--- src/rtl/dice_referee.sv ---
// Two-player dice game referee: scores one roll per round, opens a fixed-length
// result window on o_times after each decided round, and declares the winner.
module dice_referee #(
    parameter int ROUNDS      = 5,
    parameter int DISP_CYCLES = 150
) (
    input  logic       i_clk,
    input  logic       i_rst,
    input  logic       i_start,
    input  logic       i_roll_done,
    input  logic [2:0] i_die1,
    input  logic [2:0] i_die2,
    output logic       o_times,
    output logic       o_is_final,
    output logic       o_is_finish,
    output logic [3:0] o_score1,
    output logic [3:0] o_score2,
    output logic [3:0] o_round,
    output logic [1:0] o_winner,
    output logic       o_bad_roll,
    output logic [1:0] o_state
);

    typedef enum logic [1:0] {
        IDLE      = 2'd0,
        WAIT_ROLL = 2'd1,
        SHOW      = 2'd2,
        DONE      = 2'd3
    } state_t;

    localparam int             CW       = (DISP_CYCLES > 1) ? $clog2(DISP_CYCLES) : 1;
    localparam logic [CW-1:0]  CNT_LOAD = CW'(DISP_CYCLES - 1);
    localparam logic [3:0]     LAST     = 4'(ROUNDS - 1);

    state_t        r_state;
    logic [CW-1:0] r_cnt;
    logic          r_times;
    logic          r_is_final;
    logic          r_is_finish;
    logic [3:0]    r_score1;
    logic [3:0]    r_score2;
    logic [3:0]    r_round;
    logic [1:0]    r_winner;
    logic          r_bad_roll;

    logic w_legal;
    logic w_p1_higher;
    logic w_p2_higher;

    assign w_legal     = (i_die1 >= 3'd1) && (i_die1 <= 3'd6) &&
                         (i_die2 >= 3'd1) && (i_die2 <= 3'd6);
    assign w_p1_higher = i_die1 > i_die2;
    assign w_p2_higher = i_die2 > i_die1;

    always_ff @(posedge i_clk or posedge i_rst) begin
        if (i_rst) begin
            r_state     <= IDLE;
            r_cnt       <= '0;
            r_times     <= 1'b0;
            r_is_final  <= 1'b0;
            r_is_finish <= 1'b0;
            r_score1    <= 4'd0;
            r_score2    <= 4'd0;
            r_round     <= 4'd0;
            r_winner    <= 2'b00;
            r_bad_roll  <= 1'b0;
        end else begin
            r_bad_roll <= 1'b0;
            // start wins over everything, including a same-cycle roll
            if (i_start) begin
                r_state     <= WAIT_ROLL;
                r_cnt       <= '0;
                r_times     <= 1'b0;
                r_is_final  <= (ROUNDS == 1);
                r_is_finish <= 1'b0;
                r_score1    <= 4'd0;
                r_score2    <= 4'd0;
                r_round     <= 4'd0;
                r_winner    <= 2'b00;
            end else begin
                case (r_state)
                    IDLE: ;
                    WAIT_ROLL: begin
                        if (i_roll_done) begin
                            if (!w_legal) begin
                                r_bad_roll <= 1'b1;
                            end else begin
                                if (w_p1_higher && r_score1 != 4'd15) r_score1 <= r_score1 + 4'd1;
                                if (w_p2_higher && r_score2 != 4'd15) r_score2 <= r_score2 + 4'd1;
                                r_times <= 1'b1;
                                r_cnt   <= CNT_LOAD;
                                r_state <= SHOW;
                            end
                        end
                    end
                    SHOW: begin
                        if (r_cnt != '0) begin
                            r_cnt <= r_cnt - 1'b1;
                        end else begin
                            r_times <= 1'b0;
                            if (r_round == LAST) begin
                                r_state     <= DONE;
                                r_is_final  <= 1'b0;
                                r_is_finish <= 1'b1;
                                if (r_score1 > r_score2)      r_winner <= 2'b01;
                                else if (r_score2 > r_score1) r_winner <= 2'b10;
                                else                          r_winner <= 2'b11;
                            end else begin
                                r_state    <= WAIT_ROLL;
                                r_round    <= r_round + 4'd1;
                                r_is_final <= ((r_round + 4'd1) == LAST);
                            end
                        end
                    end
                    DONE: ;
                    default: r_state <= IDLE;
                endcase
            end
        end
    end

    assign o_times     = r_times;
    assign o_is_final  = r_is_final;
    assign o_is_finish = r_is_finish;
    assign o_score1    = r_score1;
    assign o_score2    = r_score2;
    assign o_round     = r_round;
    assign o_winner    = r_winner;
    assign o_bad_roll  = r_bad_roll;
    assign o_state     = r_state;

endmodule

--- config.mk ---
export PLATFORM = sky130hd
export DESIGN_NAME = dice_referee
export DESIGN_NICKNAME = d
export VERILOG_FILES = /design/src/rtl/dice_referee.sv
export SDC_FILE = /design/constraint.sdc
export NUM_CORES = 1
export LEC_CHECK = 0
export ABC_AREA = 1
export ABC_CLOCK_PERIOD_IN_PS = 1700
export BUFFER_PORTS_ARGS = -buffer_cell sky130_fd_sc_hd__buf_2
export CAP_MARGIN = 20
export CORE_MARGIN = 10
export CORE_UTILIZATION = 45
export DETAILED_ROUTE_END_ITERATION = 7
export PLACE_DENSITY = 0.66
export SYNTH_ARGS = -nofsm -noshare
export SYNTH_HDL_FRONTEND = slang
export SYNTH_SLANG_ARGS = --single-unit
--- constraint.sdc ---
create_clock -name i_clk -period 1.7 [get_ports i_clk]
set_input_delay 0 -clock i_clk [delete_from_list [all_inputs] [get_ports i_clk]]
set_output_delay 0 -clock i_clk [all_outputs]
set_load 0.05 [all_outputs]
# == Word-level counts from Yosys, hierarchy flattened ==
# Index checks and enable logic that the tools add are counted.
# classes
bitwise,0
n_addsub,4
mux,48
mul,0
n_lt_le_gt_ge,8
n_reduce_logical,21
shifts,0
div_mod_pow,0
n_eq_ne,12
# op_table
cell,count
two-way mux 4 bit,14
two-way mux 8 bit,4
two-way mux 2 bit,10
two-way mux 1 bit,17
case mux 8 bit (2 select lines),1
AND reduction 4 bit,4
nonzero test 2 bit,7
adder 4 x 1 -> 4 bit (second input constant),3
!= test 3 bit (second input constant),4
== test 4 x 3 -> 1 bit (second input constant),2
> comparator 4 bit,2
!= test 4 bit (second input constant),2
nonzero test 8 bit,1
subtractor 8 x 1 -> 8 bit (second input constant),1
>= comparator 3 x 1 -> 1 bit (second input constant),2
> comparator 3 bit,2
<= comparator 3 bit (second input constant),2
AND reduction 3 bit,2
logical AND 1 bit,5
!= test 2 bit (second input constant),2
case mux 2 bit (2 select lines),1
nonzero test 3 bit,1
== test 2 x 1 -> 1 bit (second input constant),1
== test 2 bit (second input constant),1
2 further kinds,2
# word_totals
output_inout_bits,20
mem_bits_ro,0
mem_bits_rw,0
latch_bits,0
reg_bits,28
memories,0

# == Logic depth before layout (Yosys ltp) ==
# Gate-level depths: netlist (run 1).
# depth
ltp_word,8
depth_mapped,11
depth_no_buf,11

# == Worst setup path after synthesis (run 1) ==
# Ideal clock, no wire load.
# synth_timing
path_type,register -> register
startpoint,"register r_score2[0], in the netlist o_score2[0]"
endpoint,"register r_score2[2], in the netlist o_score2[2]"
slack_ns,-0.007
path_stages_with_launch,10
arrival_ns,1.587
path_cell_list,dfrtp_1 -> ha_1 -> nand3_1 -> nand2_1 -> inv_1 -> nand2_1 -> o21ai_0 -> nand2_1 -> nand2_1 -> nand2_1
# synth_between
elab_chain_cells,6
# synth_lines
element,line,text
start: declaration,41,logic [3:0] r_score2;
start signal: assignment,89,if (w_p2_higher && r_score2 != 4'd15) r_score2 <= r_score2 + 4'd1;
adder 4 x 1 -> 4 bit,89,
two-way mux 4 bit,89,
two-way mux 4 bit,85,if (!w_legal) begin
two-way mux 4 bit,84,if (i_roll_done) begin
two-way mux 4 bit,81,case (r_state)
two-way mux 4 bit,70,if (i_start) begin
# Several ways; a longest one is shown, not always the timed one. The select of a mux whose other input is x is not followed.
# A chain may end at the register's enable or synchronous reset.

# == Worst setup path after layout (run 1) ==
# layout_timing
startpoint,register r_cnt[0]
endpoint,"register r_round[0], in the netlist o_round[0]"
# layout_between
elab_chain_cells,3
# layout_lines
element,line,text
start: declaration,36,logic [CW-1:0] r_cnt;
start signal: assignment,98,r_cnt <= r_cnt - 1'b1;
nonzero test 8 bit,97,if (r_cnt != '0) begin
!= test 2 bit (no line),n/a,
AND reduction 3 bit (no line),n/a,
end signal: assignment,110,r_round <= r_round + 4'd1;
end: declaration,42,logic [3:0] r_round;
# No other way between the ends.

==> qor.yml, run 1 <==
synthesis:
  synth_compound_area_share_pct: 9.63
  syn_area_per_cell_um2: 7.17
  yosys_most_used_dff: "dfrtp_1"
  synth-simple-area-share_pct: 34.9
  synth_common_cells: "nand2_1 (87), inv_1 (31), nor2_1 (30)"
  synth_edf_count: 0
  ys_seq_area_share_pct: 36.2
  synthXorXnorAreaFrac_pct: 2.26
  synth_top_family_by_area: "simple AND/OR/NAND/NOR gates"
  netlist_area_um2: 1940
  synthMuxAreaShare_pct: 0
  ys_seq_elements: 28
  synthAdderAreaFrac_pct: 8.40
  synthArstFlopShare_pct: 100
  synthCells: 270
  syn-num-nets: 293
  synthTopCellsByArea: "dfrtp_1 (36%), nand2_1 (17%), ha_1 (8.4%)"
  synth_top_area_share_pct: 36.2
  yosys.area.top_type: "dfrtp_1"
  yosysWarnings: 0
  synth.distinct_cells: 27
  synth.most_common_cell: "nand2_1"
layout:
  multiInputGateArea_um2: 1080
  design_area_um2: 2230
  insertedDiodeCount: 0
  area_growth_pct: 15.3
  final_nets: 328
  final_layout_size_suffix_gt1_share_pct: 19.7
  seqCellArea_um2: 702
  fillCellCount: 435
hold_path:
  min_path_cells: 2
  min_from: "i_start"
  hold_path_end: "o_is_final$_DFFE_PP0P_"
  hp-class: "in2reg"
clock_tree:
  cts.htree.levels: 1
  clk_latency_ps: 290
  post_cts_buffers: 0
  tritoncts: "done"
  numCtsBuffers: 3
  clk_path_buf_depth: 2
  cts.sinks: 28
  cts-root-buf: "clkbuf_8"
  clk_pin_slew_ps: 110
setup_path:
  end_kind: "flip-flop"
  reg2reg_setup_slack_ps: 200
  critPathRequiredTime_ps: 1890
  regToRegEndpoint: "o_round[0]$_DFFE_PP0P_"
  reg2reg_from: "r_cnt[0]$_DFFE_PP0P_"
  cp.arrival_ps: 1690
  reg2reg_depth: 9
  critical_path_class: "reg2reg"
  path_max_fanout: 6
  startpoint_type: "flip-flop"
floorplanning:
  die_height_um: 85.6
  rows: 23
  die_w_um: 85.6
  io_pins: 30
  die_area_um2: 7330
  core_region_area_um2: 4090
  initial_core_util_pct: 47.4
timing:
  finalMaxSlewViolations: 0
  rsz0062_at_grt: "no"
  tightest_slew_ps: 547
  finalClockSkew_ps: 12.5
  hold_violations: 0
  setup_tns_ps: 0
  setup_viol: 0
  timing.final.crit_period_ps: 1500
  fin_crit_sh_pct: 88.0
  relSlewSlack_pct: 63.5
  max_freq_ghz: 0.668
route:
  drt_pass1_iterations: 4
  vias: 1728
  routed_wl_mm: 4.13
  post_drt_wl_per_cell_um: 11.7
  drc_errors: 0
  final_antenna_net_count: 0
  drt-initial-drc-count: 56
  vias_per_cell: 4.88
pwr:
  pwr_density_cell_nw_per_um2: 820
  vdd_drop_max_uv: 437
  cellLeakagePower_uw: 0.00123
grt:
  grt_pass1_vias: 1662
  grt_pass1_wl_mm: 7.34
  overflow: 0
  antenna_found_initial: 0
  track_usage_pct: 11.6
  grt_max_degree: 29
placement:
  routabilityCongestion: 0.834
  place_hpwl_mm: 3.15
  place_area_um2: 2130
  portBuffers: 29
run:
  drv_cap: 0
outcome:
  status: "complete, no violations"
critical path, stage by stage (launching register included):
cell	delay, ps
dfrtp_1	410
inv_1	120
ha_1	150
nand2_1	80
nor2_4	120
nand3_2	160
inv_2	120
o21ai_1	100
nand2_1	90
nand2_1	50
through the flow:
| step | util [%] | hold slack [ps] | cells | setup slack, ps | power, uW |
|---|---|---|---|---|---|
| 4_1_cts | 54.4 | 44.9 | 354 | 158 | 1840 |
| 3_3_place_gp | 52.2 | 83.8 | 348 | 203 | 1290 |
| 3_5_place_dp | 52.2 | 90.1 | 348 | 169 | 1300 |
| 5_1_grt | 54.7 | 90.5 | 354 | 39.3 | 1960 |
| 6_report | 54.7 | 75.9 | 354 | 204 | 1830 |
| 2_1_floorplan | - | 65.3 | 270 | 19.2 | 1190 |
report_power, final:
part           internal (uW)  total (uW)  switching [uW]
sequential               711         761            49.9
combinational            166         528             362
clock                    316         544             228
cells by family after synthesis:
| group | after synthesis |
|---|---|
| xor gates and xnor gates | 5 |
| DFF | 28 |
| adders and majority gates | 13 |
| buffers and inverters | 40 |
| AOI/OAI and AO/OA | 30 |
| and+or+nand+nor | 154 |
final cells by class:
type,count,share of cell area [%]
Multi-Input combinational cell,202,48.3
Sequential cell,28,31.4
Timing Repair Buffer,33,8.07
Inverter,37,6.22
Tap cell,50,2.80
Clock buffer,3,1.85
Clock inverter,1,1.34
layout by cell type, fill, tap and decap left out, types with 3 or more instances in the layout:
| cell | instances |
|---|---|
| o21ai_1 | 3 |
| nand3_1 | 20 |
| buf_2 | 29 |
| inv_2 | 6 |
| nand4_1 | 3 |
| ha_1 | 13 |
| clkbuf_8 | 3 |
| o21ai_2 | 7 |
| nor2_2 | 3 |
| nand3b_1 | 3 |
| a21oi_1 | 5 |
| inv_1 | 31 |
| o21ai_0 | 11 |
| nor2_1 | 29 |
| dfrtp_1 | 27 |
| xor2_1 | 4 |
| nand2_1 | 87 |
sequential cells by signal, summed over array words and instances (netlist names):
| register | count |
|---|---|
| o_score1 | 4 |
| o_bad_roll | 1 |
| o_score2 | 4 |
| o_state | 2 |
| o_round | 4 |
| r_cnt | 8 |
| o_is_finish | 1 |
| o_times | 1 |
| o_winner | 2 |
| o_is_final | 1 |
worst max path at each step:
stage          slack, ps                      end  cells after the start               startpoint
2_1_floorplan         20  o_score2[2]$_DFFE_PP0P_                      9  o_score2[1]$_DFFE_PP0P_
3_3_place_gp         200  o_score2[2]$_DFFE_PP0P_                      9  o_score2[0]$_DFFE_PP0P_
3_5_place_dp         170  o_score2[2]$_DFFE_PP0P_                      9  o_score2[0]$_DFFE_PP0P_
4_1_cts              160  o_score2[2]$_DFFE_PP0P_                      9  o_score2[0]$_DFFE_PP0P_
5_1_grt               40   o_round[1]$_DFFE_PP0P_                      9     r_cnt[0]$_DFFE_PP0P_
6_report             200   o_round[0]$_DFFE_PP0P_                      9     r_cnt[0]$_DFFE_PP0P_
repair_timing:
item	in CTS	in global routing
gates resized for setup	0	3
hold buffers	2	0
hold endpoints to repair	29	0
endpoints found under the setup margin	0	4
routing by layer:
metal  part of all wire [%]  vias up  track usage (%)
met5                      0        -                0
met4                    1.1        0             3.44
met3                    2.3        5             2.37
met2                     47       22             19.7
met1                     50      782             14.3
li1                       -      919                -
No activity file was read; power rests on OpenSTA's default activity.
==> run 2, diff against run 1 <==
--- a/config.mk
+++ b/config.mk
@@ -10,9 +10,9 @@
 export BUFFER_PORTS_ARGS = -buffer_cell sky130_fd_sc_hd__buf_2
 export CAP_MARGIN = 20
 export CORE_MARGIN = 10
-export CORE_UTILIZATION = 45
+export CORE_UTILIZATION = 57
 export DETAILED_ROUTE_END_ITERATION = 7
-export PLACE_DENSITY = 0.66
+export PLACE_DENSITY = 0.8
 export SYNTH_ARGS = -nofsm -noshare
 export SYNTH_HDL_FRONTEND = slang
 export SYNTH_SLANG_ARGS = --single-unit
==> run 2 against run 1 <==
Power fell by 5.2%. Sequential power is essentially flat. Cell count down 1.1%. Clock skew about the same. Combinational power up 2%. Largest cell class unchanged. Sequential cell count unchanged.
==> qor.yml, run 2 (synthesis gave the netlist of run 1 again) <==
outcome:
  status: "complete, no violations"  # unchanged
layout:
  largest_reg_flops: 8  # unchanged
  final_nets: 328  # unchanged
  insertedDiodeCount: 0  # unchanged
  stdcell_count: 350  # was 354
  area_growth_pct: 14.9  # was 15.3%
  top_register: "r_cnt"  # unchanged
  layout_commonest_cell: "nand2_1"  # unchanged
  final_cell_mix: "nand2_1 (87), inv_1 (31), nor2_1 (29), buf_2 (29), dfrtp_1 (27)"  # unchanged
  final_layout_size_suffix_gt1_share_pct: 19.7  # unchanged
placement:
  portBuffers: 29  # unchanged
  dp_cells: 344  # was 348
  routabilityCongestion: 0.867  # was 0.834
  place_hpwl_mm: 3.01  # was 3.15 mm
clock_tree:
  tritoncts: "done"  # unchanged
  cts.sinks: 28  # unchanged
  cts.htree.levels: 1  # unchanged
  numCtsBuffers: 3  # unchanged
  clk_path_buf_depth: 2  # unchanged
  cts-root-buf: "clkbuf_4"  # was clkbuf_8
  post_cts_buffers: 0  # unchanged
  clk_pin_slew_ps: 160  # was 110 ps
  clk_latency_ps: 330  # was 290 ps
route:
  vias_per_cell: 4.96  # was 4.88
  routed_wl_mm: 3.92  # was 4.13 mm
  drc_errors: 0  # unchanged
  drt-initial-drc-count: 128  # was 56
  post_drt_wl_per_cell_um: 11.2  # was 11.7 um
  vias: 1736  # was 1728
  drt_pass1_iterations: 4  # unchanged
  final_antenna_net_count: 0  # unchanged
floorplanning:
  rows: 21  # was 23
  io_pins: 30  # unchanged
  die_area_um2: 6130  # was 7330 um2
  core_region_area_um2: 3310  # was 4090 um2
  die_height_um: 78.3  # was 85.6 um
  initial_core_util_pct: 58.5  # was 47.4%
  die_w_um: 78.3  # was 85.6 um
timing:
  relSlewSlack_pct: 64.7  # was 63.5%
  hold_violations: 0  # unchanged
  tightest_slew_ps: 529  # was 547 ps
  rsz0062_at_grt: "no"  # unchanged
  finalClockSkew_ps: 12.9  # was 12.5 ps
  timing.final.crit_period_ps: 1540  # was 1500 ps
  setup_tns_ps: 0  # unchanged
  setup_viol: 0  # unchanged
  max_freq_ghz: 0.650  # was 0.668 GHz
  finalMaxSlewViolations: 0  # unchanged
  fin_crit_sh_pct: 90.4  # was 88.0%
grt:
  grt_max_degree: 29  # unchanged
  antenna_found_initial: 0  # unchanged
  overflow: 0  # unchanged
  track_usage_pct: 13.2  # was 11.6%
  grt_pass1_vias: 1652  # was 1662
  grt_pass1_wl_mm: 6.98  # was 7.34 mm
pwr:
  pwr_density_cell_nw_per_um2: 781  # was 820 nW/um2
  cellLeakagePower_uw: 0.00122  # was 0.00123 uW
  vdd_drop_max_uv: 504  # was 437 uV
  total_power_uw: 1740  # was 1830 uW
setup_path:
  cp.arrival_ps: 1760  # was 1690 ps
  startpoint_type: "flip-flop"  # unchanged
  path_max_fanout: 6  # unchanged
  critPathRequiredTime_ps: 1920  # was 1890 ps
  critical_path_class: "reg2reg"  # unchanged
  end_kind: "flip-flop"  # unchanged
run:
  drv_cap: 0  # unchanged
hold_path:
  hp-class: "in2reg"  # unchanged
## run 2: cell counts in the layout (fill, tap and decap cells not counted)
No cell type changed its count.
## run 2: power by group
part | internal [uW] | switching (uW) | leakage [uW]
combinational | 170 | 371 | 0.000818
sequential | 712 | 48.8 | 0.000374
clock | 238 | 198 | 0.0000279
## run 2: metal layers
layer	part of all wire, %	GRT usage, %	up-vias	wire [um]
met1	48	16.8	789	1890
met4	0.94	4.12	0	37
met2	48	22.3	26	1900
met3	2.5	1.94	4	97
met5	0	0	-	0
li1	-	-	917	-
## run 2: final timing paths
| check | startpoint | to | slack (ps) | cells past startpoint |
|---|---|---|---|---|
| min in group asynchronous | i_rst | o_winner[0]$_DFFE_PP0P_ | 250 | 4 |
| hold reg to reg | o_winner[1]$_DFFE_PP0P_ | o_winner[1]$_DFFE_PP0P_ | 510 | 2 |
| setup / recovery | o_score2[0]$_DFFE_PP0P_ | o_score2[2]$_DFFE_PP0P_ | 160 | 9 |
| max in group asynchronous | i_rst | o_score2[0]$_DFFE_PP0P_ | 1160 | 4 |
| hold / removal | i_start | o_is_final$_DFFE_PP0P_ | 80 | 3 |
| setup reg to reg | o_score2[0]$_DFFE_PP0P_ | o_score2[2]$_DFFE_PP0P_ | 160 | 9 |
## run 2: per-stage QoR
step / util, % / hold WS (ps) / worst slack [ps] / cell area, um2
6_report: 67.2 / 76.9 / 163 / 2230
2_1_floorplan: - / 65.3 / 19.2 / 1940
5_1_grt: 67.2 / 116 / 19.0 / 2230
4_1_cts: 66.5 / 58.9 / 88.5 / 2200
3_3_place_gp: 64.3 / 79.2 / 214 / 2130
3_5_place_dp: 64.3 / 85.6 / 151 / 2130
## run 2: repair_timing
action	in CTS	in global routing
hold buffers	2	0
resized for setup	0	5
setup endpoints to repair	0	5
hold endpoints to repair	29	0
## run 2: critical path, stage by stage (launching register included)
cell and delay, ps:
dfrtp_2 470, ha_1 240, nand3_1 130, nand2_1 70, inv_1 50, nand2_1 50, o21ai_1 190, nand2_1 100
nand2_1 90, nand2_1 70
## run 2: cell type report
cell class | instances | area (um2)
multi-input combinational | 202 | 1090
fill | 299 | 1080
sequential | 28 | 702
timing repair buffer | 33 | 180
inverter | 37 | 139
tap | 46 | 57.6
clock inverter | 1 | 30.0
clock buffer | 3 | 22.5
==> run 3, diff against run 2 <==
--- a/config.mk
+++ b/config.mk
@@ -6,13 +6,13 @@
 export NUM_CORES = 1
 export LEC_CHECK = 0
 export ABC_AREA = 1
-export ABC_CLOCK_PERIOD_IN_PS = 1700
+export ABC_CLOCK_PERIOD_IN_PS = 1870
 export BUFFER_PORTS_ARGS = -buffer_cell sky130_fd_sc_hd__buf_2
 export CAP_MARGIN = 20
 export CORE_MARGIN = 10
-export CORE_UTILIZATION = 57
+export CORE_UTILIZATION = 61
 export DETAILED_ROUTE_END_ITERATION = 7
-export PLACE_DENSITY = 0.8
+export PLACE_DENSITY = 0.85
 export SYNTH_ARGS = -nofsm -noshare
 export SYNTH_HDL_FRONTEND = slang
 export SYNTH_SLANG_ARGS = --single-unit
==> constraint.sdc (replaced) <==
create_clock -name i_clk -period 1.87 [get_ports i_clk]
set_input_delay 0 -clock i_clk [delete_from_list [all_inputs] [get_ports i_clk]]
set_output_delay 0 -clock i_clk [all_outputs]
set_load 0.05 [all_outputs]
==> run 3 against run 2 <==
First-iteration DRC count shrank 32%. Critical path depth is the same. Routed wire length grew 2.7%. Largest cell class unchanged. Largest power group unchanged.
==> qor.yml, run 3 (synthesis gave the netlist of run 1 again) <==
pwr:
  pwr_density_cell_nw_per_um2: 674  # was 781 nW/um2
  vdd_drop_max_uv: 399  # was 504 uV
  cellLeakagePower_uw: 0.00121  # was 0.00122 uW
timing:
  hold_violations: 0  # unchanged
  worst_slack_ps: 299  # was 163 ps
  setup_viol: 0  # unchanged
  finalClockSkew_ps: 4.32  # was 12.9 ps
  rsz0062_at_grt: "no"  # unchanged
  finalMaxSlewViolations: 0  # unchanged
  relSlewSlack_pct: 65.2  # was 64.7%
  tightest_slew_ps: 521  # was 529 ps
  max_freq_ghz: 0.637  # was 0.650 GHz
  fin_crit_sh_pct: 84.0  # was 90.4%
  timing.final.crit_period_ps: 1570  # was 1540 ps
  setup_tns_ps: 0  # unchanged
floorplanning:
  io_pins: 30  # unchanged
  core_region_area_um2: 3050  # was 3310 um2
  die_w_um: 76.4  # was 78.3 um
  die_area_um2: 5830  # was 6130 um2
  die_height_um: 76.4  # was 78.3 um
  initial_core_util_pct: 63.4  # was 58.5%
  rows: 20  # was 21
route:
  vias: 1738  # was 1736
  routed_wl_mm: 4.03  # was 3.92 mm
  drc_errors: 0  # unchanged
  drt-initial-drc-count: 87  # was 128
  post_drt_wl_per_cell_um: 11.6  # was 11.2 um
  vias_per_cell: 5.01  # was 4.96
  final_antenna_net_count: 0  # unchanged
  drt_pass1_iterations: 5  # was 4
outcome:
  status: "complete, no violations"  # unchanged
clock_tree:
  clk_path_buf_depth: 2  # unchanged
  post_cts_buffers: 0  # unchanged
  cts.sinks: 28  # unchanged
  clk_pin_slew_ps: 140  # was 160 ps
  cts.htree.levels: 1  # unchanged
  numCtsBuffers: 3  # unchanged
  tritoncts: "done"  # unchanged
  cts_resized: 0  # unchanged
  clk_latency_ps: 330  # about the same
  cts-root-buf: "clkbuf_4"  # unchanged
setup_path:
  slowest_stage: "dfrtp_1"  # was dfrtp_2
  max_stage_delay_ps: 450  # was 470 ps
  path_max_fanout: 6  # unchanged
  path_cells: "ha_1 -> nand3_1 -> nand2_1 -> inv_1 -> nand2_1 -> o21ai_0 -> nand2_1 -> nand2_1 -> nand2_1"  # was ha_1 -> nand3_1 -> nand2_1 -> inv_1 -> nand2_1 -> o21ai_1 -> nand2_1 -> nand2_1 -> nand2_1
  reg2reg_from: "o_score2[0]$_DFFE_PP0P_"  # unchanged
  reg2reg_setup_slack_ps: 300  # was 160 ps
  regToRegEndpoint: "o_score2[3]$_DFFE_PP0P_"  # was o_score2[2]$_DFFE_PP0P_
  critical_path_class: "reg2reg"  # unchanged
  cp.arrival_ps: 1810  # was 1760 ps
  cp_common_cell: "nand2_1"  # unchanged
  end_kind: "flip-flop"  # unchanged
  reg2reg_depth: 9  # unchanged
  startpoint_type: "flip-flop"  # unchanged
  critPathRequiredTime_ps: 2110  # was 1920 ps
hold_path:
  hp-class: "in2reg"  # unchanged
  min_path_cells: 2  # was 3
  min_from: "i_start"  # unchanged
  hold_path_end: "o_is_final$_DFFE_PP0P_"  # unchanged
grt:
  grt_pass1_vias: 1685  # was 1652
  antenna_found_initial: 0  # unchanged
  grt_pass1_wl_mm: 7.02  # was 6.98 mm
  overflow: 0  # unchanged
  track_usage_pct: 13.9  # was 13.2%
  grt_max_degree: 29  # unchanged
placement:
  routabilityCongestion: 0.871  # was 0.867
  dp_cells: 341  # was 344
  portBuffers: 29  # unchanged
  place_hpwl_mm: 3.15  # was 3.01 mm
  dp_slack_ps: 328  # was 151 ps
layout:
  final_cell_mix: "nand2_1 (87), inv_1 (31), nor2_1 (30), buf_2 (29), dfrtp_1 (28)"  # was nand2_1 (87), inv_1 (31), nor2_1 (29), buf_2 (29), dfrtp_1 (27)
  fillCellCount: 272  # was 299
  final_nets: 327  # was 328
  insertedDiodeCount: 0  # unchanged
  stdcell_count: 347  # was 350
  largest_reg_flops: 8  # unchanged
  final_layout_size_suffix_gt1_share_pct: 18.8  # was 19.7%
  top_register: "r_cnt"  # unchanged
  post-route-util_pct: 71.2  # was 67.2%
  area_growth_pct: 12.2  # was 14.9%
  layout_commonest_cell: "nand2_1"  # unchanged
run:
  drv_cap: 0  # unchanged
-- run 3: worst max-delay path, delay by kind of cell (launching register included) --
family / cells / cell delay (ps)
simple gates: 6 / 460
flops: 1 / 450
compound gates: 1 / 260
fa+ha+maj: 1 / 250
buf+inv: 1 / 50
-- run 3: worst max path at each step --
stage          slack, ps  cells after the start               startpoint                       to
3_5_place_dp         330                      9  o_score2[0]$_DFFE_PP0P_  o_score2[2]$_DFFE_PP0P_
2_1_floorplan        160                      9  o_score2[0]$_DFFE_PP0P_  o_score2[2]$_DFFE_PP0P_
4_1_cts              300                      9  o_score2[0]$_DFFE_PP0P_  o_score2[3]$_DFFE_PP0P_
6_report             300                      9  o_score2[0]$_DFFE_PP0P_  o_score2[3]$_DFFE_PP0P_
5_1_grt              140                      9  o_score2[0]$_DFFE_PP0P_  o_score2[2]$_DFFE_PP0P_
3_3_place_gp         400                      9  o_score2[0]$_DFFE_PP0P_  o_score2[2]$_DFFE_PP0P_
-- run 3: where the power goes --
group	switching, uW	internal, uW	total, uW
clock network	177	119	296
registers	43.1	647	690
logic	330	148	478
-- run 3: final cells by class --
class,count,area [um2],area share (%)
Multi-Input combinational cell,202,1070,49.2
Clock buffer,4,36.3,1.67
Sequential cell,28,701,32.2
Inverter,37,139,6.39
Tap cell,44,55.1,2.53
Timing Repair Buffer,32,173,7.94
-- run 3: routing by layer --
| layer | vias to the layer above | track usage, % | share of wire [%] |
|---|---|---|---|
| met3 | 5 | 2.71 | 4.1 |
| met1 | 784 | 16.5 | 46 |
| met5 | - | 0 | 0 |
| met4 | 0 | 4.65 | 1.1 |
| li1 | 917 | - | - |
| met2 | 32 | 24.5 | 49 |
-- run 3: timing repair --
item                                    4_1_cts  5_1_grt
endpoints found under the hold margin        29        0
hold buffers                                  2        0
endpoints found under the setup margin        0        0
-- run 3: stage by stage --
step | hold WS [ps] | area [um2] | power [uW]
after floorplan | 65.4 | 1940 | 1080
after global placement | 76.6 | 2120 | 1160
after detailed placement | 79.9 | 2120 | 1180
after CTS | 67.2 | 2170 | 1480
after global routing | 88.7 | 2170 | 1560
final | 74.4 | 2170 | 1460
